===== src/rtl/eater_program_loader_pkg.sv =====
// Shared types and constants for the eater serial program loader.
package eater_program_loader_pkg;

    // Number of data bytes in one program image (16x8 RAM).
    localparam int unsigned FRAME_LEN = 16;

    // Frame-level states: waiting for sync, receiving data, waiting for checksum.
    typedef enum logic [1:0] {
        F_IDLE,
        F_DATA,
        F_CHECK
    } frame_state_t;

    // UART receiver states.
    typedef enum logic [1:0] {
        RX_IDLE,
        RX_START,
        RX_DATA,
        RX_STOP
    } rx_state_t;

    // 8-bit wrapping checksum accumulation.
    function automatic logic [7:0] sum8(input logic [7:0] acc, input logic [7:0] b);
        return acc + b;
    endfunction

endpackage


===== src/rtl/eater_program_loader_uart_rx_byte.sv =====
// 8N1 UART byte receiver with a 2-FF input synchroniser. Samples mid-bit and
// returns to idle at the stop-bit sample so back-to-back bytes are accepted.
module uart_rx_byte
    import eater_program_loader_pkg::*;
#(
    parameter int unsigned CLKS_PER_BIT = 104
) (
    input  logic       clk_i,
    input  logic       reset_i,
    input  logic       rx_i,
    output logic [7:0] byte_o,
    output logic       byte_valid_o,
    output logic       frame_err_o
);

    localparam int unsigned CNT_W = $clog2(CLKS_PER_BIT);
    localparam logic [CNT_W-1:0] HALF_LAST = CNT_W'(CLKS_PER_BIT / 2 - 1);
    localparam logic [CNT_W-1:0] BIT_LAST  = CNT_W'(CLKS_PER_BIT - 1);

    logic             rx_meta_q;
    logic             rx_sync_q;
    logic             rx_prev_q;
    rx_state_t        state_q, state_d;
    logic [CNT_W-1:0] cnt_q, cnt_d;
    logic [2:0]       bit_q, bit_d;
    logic [7:0]       shift_q, shift_d;

    // Synchroniser, edge-detect history and receiver state registers.
    always_ff @(posedge clk_i) begin
        if (reset_i) begin
            rx_meta_q <= 1'b1;
            rx_sync_q <= 1'b1;
            rx_prev_q <= 1'b1;
            state_q   <= RX_IDLE;
            cnt_q     <= '0;
            bit_q     <= '0;
            shift_q   <= '0;
        end else begin
            rx_meta_q <= rx_i;
            rx_sync_q <= rx_meta_q;
            rx_prev_q <= rx_sync_q;
            state_q   <= state_d;
            cnt_q     <= cnt_d;
            bit_q     <= bit_d;
            shift_q   <= shift_d;
        end
    end

    // Bit timing, start validation, LSB-first shifting and stop-bit check.
    always_comb begin
        state_d      = state_q;
        cnt_d        = cnt_q;
        bit_d        = bit_q;
        shift_d      = shift_q;
        byte_valid_o = 1'b0;
        frame_err_o  = 1'b0;
        unique case (state_q)
            RX_IDLE: begin
                if (rx_prev_q && !rx_sync_q) begin
                    state_d = RX_START;
                    cnt_d   = '0;
                end
            end
            RX_START: begin
                if (cnt_q == HALF_LAST) begin
                    cnt_d = '0;
                    bit_d = '0;
                    state_d = rx_sync_q ? RX_IDLE : RX_DATA;
                end else begin
                    cnt_d = cnt_q + 1'b1;
                end
            end
            RX_DATA: begin
                if (cnt_q == BIT_LAST) begin
                    cnt_d   = '0;
                    shift_d = {rx_sync_q, shift_q[7:1]};
                    if (bit_q == 3'd7) begin
                        state_d = RX_STOP;
                    end else begin
                        bit_d = bit_q + 1'b1;
                    end
                end else begin
                    cnt_d = cnt_q + 1'b1;
                end
            end
            RX_STOP: begin
                if (cnt_q == BIT_LAST) begin
                    cnt_d        = '0;
                    byte_valid_o = rx_sync_q;
                    frame_err_o  = !rx_sync_q;
                    state_d      = RX_IDLE;
                end else begin
                    cnt_d = cnt_q + 1'b1;
                end
            end
            default: state_d = RX_IDLE;
        endcase
    end

    assign byte_o = shift_q;

endmodule


===== src/rtl/eater_program_loader.sv =====
// Serial program loader: receives a framed 16-byte image over UART, writes it
// into the eater RAM and releases the CPU reset only after a good checksum.
module eater_program_loader
    import eater_program_loader_pkg::*;
#(
    parameter int unsigned CLKS_PER_BIT = 104,
    parameter logic [7:0]  SYNC_BYTE    = 8'h55
) (
    input  logic       clk_i,
    input  logic       reset_i,
    input  logic       uart_rx_i,
    output logic       ram_we_o,
    output logic [3:0] ram_addr_o,
    output logic [7:0] ram_data_o,
    output logic       cpu_reset_o,
    output logic       load_busy_o,
    output logic       load_done_o,
    output logic       load_error_o
);

    logic [7:0] rx_byte;
    logic       rx_valid;
    logic       rx_ferr;

    uart_rx_byte #(
        .CLKS_PER_BIT(CLKS_PER_BIT)
    ) u_rx (
        .clk_i       (clk_i),
        .reset_i     (reset_i),
        .rx_i        (uart_rx_i),
        .byte_o      (rx_byte),
        .byte_valid_o(rx_valid),
        .frame_err_o (rx_ferr)
    );

    frame_state_t state_q, state_d;
    logic [3:0]   cnt_q, cnt_d;
    logic [7:0]   sum_q, sum_d;
    logic         we_q, we_d;
    logic [3:0]   addr_q, addr_d;
    logic [7:0]   data_q, data_d;
    logic         cpu_reset_q, cpu_reset_d;
    logic         done_q, done_d;
    logic         error_q, error_d;

    // Frame state, counters and all registered outputs.
    always_ff @(posedge clk_i) begin
        if (reset_i) begin
            state_q     <= F_IDLE;
            cnt_q       <= '0;
            sum_q       <= '0;
            we_q        <= 1'b0;
            addr_q      <= '0;
            data_q      <= '0;
            cpu_reset_q <= 1'b1;
            done_q      <= 1'b0;
            error_q     <= 1'b0;
        end else begin
            state_q     <= state_d;
            cnt_q       <= cnt_d;
            sum_q       <= sum_d;
            we_q        <= we_d;
            addr_q      <= addr_d;
            data_q      <= data_d;
            cpu_reset_q <= cpu_reset_d;
            done_q      <= done_d;
            error_q     <= error_d;
        end
    end

    // Frame sequencing: sync, 16 RAM writes, then checksum verdict.
    always_comb begin
        state_d     = state_q;
        cnt_d       = cnt_q;
        sum_d       = sum_q;
        we_d        = 1'b0;
        addr_d      = addr_q;
        data_d      = data_q;
        cpu_reset_d = cpu_reset_q;
        done_d      = 1'b0;
        error_d     = error_q;
        unique case (state_q)
            F_IDLE: begin
                if (rx_valid && rx_byte == SYNC_BYTE) begin
                    state_d     = F_DATA;
                    cnt_d       = '0;
                    sum_d       = '0;
                    error_d     = 1'b0;
                    cpu_reset_d = 1'b1;
                end
            end
            F_DATA: begin
                if (rx_ferr) begin
                    error_d     = 1'b1;
                    cpu_reset_d = 1'b1;
                    state_d     = F_IDLE;
                end else if (rx_valid) begin
                    we_d   = 1'b1;
                    addr_d = cnt_q;
                    data_d = rx_byte;
                    sum_d  = sum8(sum_q, rx_byte);
                    cnt_d  = cnt_q + 1'b1;
                    if (cnt_q == 4'(FRAME_LEN - 1)) begin
                        state_d = F_CHECK;
                    end
                end
            end
            F_CHECK: begin
                if (rx_ferr) begin
                    error_d     = 1'b1;
                    cpu_reset_d = 1'b1;
                    state_d     = F_IDLE;
                end else if (rx_valid) begin
                    if (rx_byte == sum_q) begin
                        done_d      = 1'b1;
                        cpu_reset_d = 1'b0;
                    end else begin
                        error_d     = 1'b1;
                        cpu_reset_d = 1'b1;
                    end
                    state_d = F_IDLE;
                end
            end
            default: state_d = F_IDLE;
        endcase
    end

    assign ram_we_o     = we_q;
    assign ram_addr_o   = addr_q;
    assign ram_data_o   = data_q;
    assign cpu_reset_o  = cpu_reset_q;
    assign load_busy_o  = (state_q != F_IDLE);
    assign load_done_o  = done_q;
    assign load_error_o = error_q;

endmodule


===== config.mk =====
export PLATFORM = sky130hd
export DESIGN_NAME = eater_program_loader
export DESIGN_NICKNAME = d
export VERILOG_FILES = /design/src/rtl/eater_program_loader_pkg.sv /design/src/rtl/eater_program_loader_uart_rx_byte.sv /design/src/rtl/eater_program_loader.sv
export SDC_FILE = /design/constraint.sdc
export NUM_CORES = 1
export LEC_CHECK = 0
export ABC_CLOCK_PERIOD_IN_PS = 2950
export BUFFER_PORTS_ARGS = -buffer_cell sky130_fd_sc_hd__buf_2
export CAP_MARGIN = 20
export CORE_MARGIN = 2
export CORE_UTILIZATION = 31
export CTS_CLUSTER_SIZE = 12
export DETAILED_ROUTE_END_ITERATION = 8
export PLACE_DENSITY_LB_ADDON = 0.12
export SETUP_SLACK_MARGIN = 0.05
export SYNTH_ARGS = -nofsm -noshare
export SYNTH_HDL_FRONTEND = slang
export SYNTH_SLANG_ARGS = --single-unit

===== constraint.sdc =====
create_clock -name clk_i -period 2.95 [get_ports clk_i]
set_input_delay 0.59 -clock clk_i [delete_from_list [all_inputs] [get_ports clk_i]]
set_output_delay 0.59 -clock clk_i [all_outputs]
set_load 0.01 [all_outputs]

# After elaboration in Yosys (flattened, before gate mapping)

Index checks and enable logic that the tools add are counted.

Flip-flop bits (word level): 53
Input port bits: 3
Output and inout bits: 17
Logic and storage cells: 116

Add/sub/neg operators: 4
Equality and inequality tests: 25
Mux-type cells: 47
Bitwise gates (word level): 4
Reductions and logical operators: 20

Operator list:

| operator            | number |
|---|---|
| $mux 2              | 12 |
| $mux 8              | 3 |
| $mux 7              | 3 |
| $pmux 7 s3          | 1 |
| $pmux 8 s2          | 1 |
| $reduce_and 4->1    | 4 |
| $mux 1              | 15 |
| $mux 4              | 3 |
| $ne 3x3->1 const B  | 4 |
| $ne 2x1->1 const B  | 5 |
| $ne 2x2->1 const B  | 5 |
| $reduce_and 5->1    | 2 |
| $mux 3              | 3 |
| $add 8x8->8         | 1 |
| $eq 8x7->1 const B  | 1 |
| $eq 8x8->1          | 1 |
| $pmux 2 s4          | 1 |
| $pmux 4 s2          | 1 |
| $add 7x1->7 const B | 1 |
| $eq 7x6->1 const B  | 1 |
| $eq 7x7->1 const B  | 1 |
| $eq 2x2->1 const B  | 3 |
| $pmux 1 s3          | 2 |
| $pmux 2 s3          | 1 |
| 17 further kinds    | 25 |

# Depth between registers and ports, before layout

Word-level depth: 6
Gate-level depth with buffers: 9
Depth with buffers taken out: 7

# Cells and area by module

From an unflattened synthesis, not the netlist that was laid out.

Cell total of the unflattened synthesis: 321
Area total of the unflattened synthesis: 2,717.6 um^2

By module, submodules not included:

| module               | instances | cells an instance | area each (um^2) |
|---|---|---|---|
| eater_program_loader | 1         | 192               | 1,617.8 |
| uart_rx_byte         | 1         | 129               | 1,099.8 |

# Worst setup path before layout

No wires, ideal clock.

Path type: flip-flop to flip-flop
Start point: reg u_rx.shift_q[4], in the netlist u_rx.byte_o[4]
End point: reg cpu_reset_q, in the netlist cpu_reset_o
Data arrival time: 2.125 ns
Setup slack: 0.706 ns
Stages on the path, launching flop included: 7
Buffers on the path: 0
Cell sequence: dfxtp_1 > ha_1 > or4b_2 > a211oi_1 > o22ai_1 > and4b_1 > a211o_1

Cells in the longest elaborated chain, start to end: 5
Elaborated cells between the ends (all ways): 9
Those cells by class: eq/ne (3); mux (4); reduce/logical (2)

RTL lines:

| what                   | line                                    | RTL |
|---|---|---|
| start, declared        | eater_program_loader_uart_rx_byte.sv:26 | `logic [7:0] shift_q, shift_d;` |
| start signal, assigned | eater_program_loader_uart_rx_byte.sv:45 | `shift_q <= shift_d;` |
| $eq 8x8->1             | eater_program_loader.sv:114             | `if (rx_byte == sum_q) begin` |
| $mux 1                 | eater_program_loader.sv:114             |  |
| $mux 1                 | eater_program_loader.sv:113             | `end else if (rx_valid) begin` |
| $mux 1                 | eater_program_loader.sv:109             | `if (rx_ferr) begin` |
| $pmux 1 s3             | eater_program_loader.sv:82              | `unique case (state_q)` |
| end signal, assigned   | eater_program_loader.sv:65              | `cpu_reset_q <= cpu_reset_d;` |
| end, declared          | eater_program_loader.sv:42              | `logic cpu_reset_q, cpu_reset_d;` |

Parallel ways exist; a longest one is shown, timed or not. The select of a mux whose other input is x is not followed.
A chain may end at the register's enable or synchronous reset.

# Worst setup path after layout

Start point: reg state_q[0]
End point: reg sum_q[7]

Cells in the longest elaborated chain, start to end: 3
Elaborated cells between the ends (all ways): 8
Those cells by class: eq/ne (4); mux (1); reduce/logical (3)

RTL lines:

| what                                                             | line                       | RTL |
|---|---|---|
| start, declared                                                  | eater_program_loader.sv:36 | `frame_state_t state_q, state_d;` |
| start signal, assigned                                           | eater_program_loader.sv:59 | `state_q <= state_d;` |
| $eq 2x1->1 / $logic_not 2->1 (equally long branches)             | eater_program_loader.sv:82 |  |
| $ne 2x2->1 (no line) / $reduce_bool 2->1 (equally long branches) | --                         |  |
| $reduce_and 4->1 (no line)                                       | --                         |  |
| end signal, assigned                                             | eater_program_loader.sv:61 | `sum_q <= sum_d;` |
| end, declared                                                    | eater_program_loader.sv:38 | `logic [7:0] sum_q, sum_d;` |

Parallel ways exist; a longest one is shown, timed or not.

==> run metrics <==
CTS sink cnt=53; Area Growth Syn to Fin=11.5%; drt via density=~5.1; Max Freq=approximately 0.40 GHz; Setup crit start=state_q[0]; combinational family with the most area after synthesis=simple AND/OR/NAND/NOR gates; P_leak=about 1.1 nW; Clock Power Share=approximately a third; Tmin final=between 2 and 2.5 ns; max-cap viol count=0; Synth Area in Compound Gates=19.3%; post-route design area=between 2000 and 3000 sq um; PortBufs=19; crit-path cells=ha_1 -> inv_1 -> a21oi_1 -> nor2_1 -> o311ai_0; syn_nets=~340; CP bufs+invs=1; hold_buf cts=0; Rel. slew slack=a little under two fifths; CTS tree=done; Seq/Total Area, Yosys=between 30% and 40%; post-CTS setup buffers=0; EDFF count, synth=0; first-pass GRT wire length=between 10,000 and 15,000 um; Max IR drop VDD=about 0.00019 V; row count=33; HPWL Detailed=4480 um; Congestion Overflow GR=0; hold path startpoint=u_rx.rx_meta_q; Critical Path RT=3.16 ns; mean area per synthesized cell=8.42 sq um; Post-Syn Area=2680 sq um; crit end category=register; Crit Path Max Fanout=11; pin count of the biggest net entering global routing=39; RSZ-0062 raised after global routing=false; Hold Vio Cnt, Final=0; outcome=completed; ys flop type=dfxtp_1; CTS buffer count=5; Util after Layout=36.0%; footprint of the multi-input gates=1500 sq um; die width=96.9 um; #FFs+latches synth=53; Worst-path clk slew=0.10 ns; Internal Power=between 0.9 and 1 mW; ANT nets after route=0; fin. max-slew vios=0; CP endpoint=sum_q[7]; max incr delay on CP=just under 0.8 ns; sw power=~0.35 mW; register share of total power=between 50% and 60%; die height=96.9 um; Logic pwr share=8.9%; Setup Viol. Count Final=0; Critical Path AT=2.69 ns; r2r setup slk=approximately 0.47 ns; Critical Path Stages=5; Tot GR Track Use=between 10% and 20%; Setup TNS=0 ns; CTS Root Cell=clkbuf_8; CP max stage cell=a21oi_1; r2r endpoint=sum_q[7]; vias in the first global route=slightly above 2,000; PD cells=~430 nW/um^2; area share of xor/xnor cells in the synthesized design=2.29%; Mapped Cells=approximately 320; Worst Setup Path Type=register to register; drt wl/cell=14.2 um; Post-Route WL=around 6200 um; Worst Skew=about 0.015 ns; ratio of cells with drive above 1 in the final layout=~12%; DRT iter0 DRCs=120; placed instance area=roughly 2900 sq um; Worst Reg-to-Reg Cells=5; Core ar.=8300 sq um; Initial Util=about a third; Fill cells=860; Worst-Margin Slew=0.937 ns; deepest clock path buffer count=2; antenna cells=0; IO Pins=20; initial antenna violation count=0; adder-cell share of the synthesized area=between 7 and 8%; Final nets=353; Design Power=1.29 mW; Clk Latency, worst-skew pair=between 0.3 and 0.4 ns; Critical Path Start Type=register; H-tree Lvls=2; count of unique library cells instantiated by Yosys=50; Synthesis Warnings=0; Async SR Flop Fraction=0%; fin crit share=approximately 84%; Seq. cell area=around 1100 sq um; cells resized by post-CTS repair=0; Reg2Reg Launch Point=state_q[0]; mux share of post-synthesis cell area=~3.4%; GPL Wtd Cong=~0.86; routed vias=~2,300; die footprint=9400 sq um; First-pass DRT Iterations=4; Synth Area in Simple Gates=a little under a quarter; # DRC=0; Hold WC Path Type=register to register; crit-path leading delay family=compound AO/OA/AOI/OAI gates; sw frac=between 20% and 30%
final cells by class:
cell class / count / area share, %
timing repair buffer: 25 / 4.69
multi-input combinational: 234 / 50.3
tap: 105 / 4.40
clock buffer: 5 / 2.30
sequential: 53 / 35.5
inverter: 15 / 1.89
clock inverter: 3 / 0.880
logic make-up after synthesis:
group / count (synthesis)
AND/OR/NAND/NOR: 118
flip-flops: 53
AO/OA/AOI/OAI: 84
buffers and inverters: 31
XOR/XNOR: 7
multiplexers: 9
adder cells (fa/ha/maj): 16
power groups by stage:
stage                     logic [mW]  registers, mW  clock network [mW]
after global placement         0.115          0.751                   0
after detailed placement       0.114          0.751                   0
after global routing           0.128          0.736               0.475
after floorplan               0.0781          0.749                   0
after CTS                      0.114          0.734               0.456
final                          0.114          0.734               0.437
worst register-to-register path: stages (launching register included):
cell	delay [ns]
dfxtp_1	0.40
ha_1	0.45
inv_1	0.16
a21oi_1	0.78
nor2_1	0.26
o311ai_0	0.34
how the worst min path moves through the flow:
stage,slack [ns],depth (start not counted),end
floorplan,0.39,1,u_rx.rx_sync_q
global placement,0.39,1,u_rx.rx_sync_q
detailed placement,0.40,1,u_rx.rx_sync_q
CTS,0.42,1,u_rx.rx_sync_q
global route,0.45,1,u_rx.rx_sync_q
finish,0.42,1,u_rx.rx_sync_q
cell usage in the layout, fill, tap and decap left out, types with 4 or more instances in the layout:
master	count
nor2_1	21
xnor2_1	4
o21ai_0	17
nand3_1	8
buf_4	6
inv_1	15
nand4_1	7
a211oi_1	4
nand2b_1	9
or3_1	7
a21oi_1	36
or2_2	4
dfxtp_1	53
nand2_1	40
buf_2	19
mux2i_1	9
ha_1	15
clkbuf_8	5
per-layer routing:
metal  part of all wire [%]  vias up  routed length, um  track usage [%]
li1                       -     1167                  -                -
met1                     55     1027               3440             20.7
met2                     39       56               2430             18.3
met3                    5.0        6                315             2.89
met4                   0.88        0                 55             2.93
met5                      0        -                  0                0
Yosys cell counts, types with 2 or more instances:
cell / instances / area [sq um]
a211o_1: 2 / 17.5
a211oi_1: 4 / 30.0
a21o_1: 2 / 15.0
a21oi_1: 36 / 180
a311oi_1: 3 / 26.3
buf_2: 2 / 10.0
clkbuf_1: 14 / 52.6
dfxtp_1: 53 / 1060
ha_1: 15 / 188
inv_1: 15 / 56.3
mux2i_1: 9 / 90.1
nand2_1: 40 / 150
nand2b_1: 9 / 56.3
nand3_1: 8 / 40.0
nand4_1: 7 / 43.8
nor2_1: 21 / 78.8
nor2b_1: 2 / 12.5
nor3_1: 4 / 20.0
nor3b_1: 2 / 15.0
nor4bb_1: 3 / 30.0
o2111ai_1: 2 / 17.5
o211ai_1: 3 / 22.5
o21ai_0: 17 / 85.1
o21bai_1: 3 / 22.5
o31ai_1: 2 / 15.0
or2_2: 4 / 25.0
or3_1: 7 / 43.8
or4_1: 2 / 15.0
xnor2_1: 4 / 35.0
xor2_1: 3 / 26.3
registers in the layout, indices dropped and copies added (netlist names), named ones only:
signal / count
cnt_q: 4
cpu_reset_o: 1
load_done_o: 1
load_error_o: 1
ram_addr_o: 4
ram_data_o: 8
ram_we_o: 1
state_q: 2
sum_q: 8
u_rx.bit_q: 3
u_rx.byte_o: 8
u_rx.cnt_q: 7
u_rx.rx_meta_q: 1
u_rx.rx_prev_q: 1
u_rx.rx_sync_q: 1
u_rx.state_q: 1
through the flow:
step	worst slack (ns)	hold slack, ns	std cells
finish	0.467	0.421	440
global route	0.274	0.445	440
CTS	0.483	0.423	440
detailed placement	0.504	0.399	432
global placement	0.534	0.394	432
floorplan	0.706	0.389	318
Note: power is estimated with default switching activity, not from simulation.
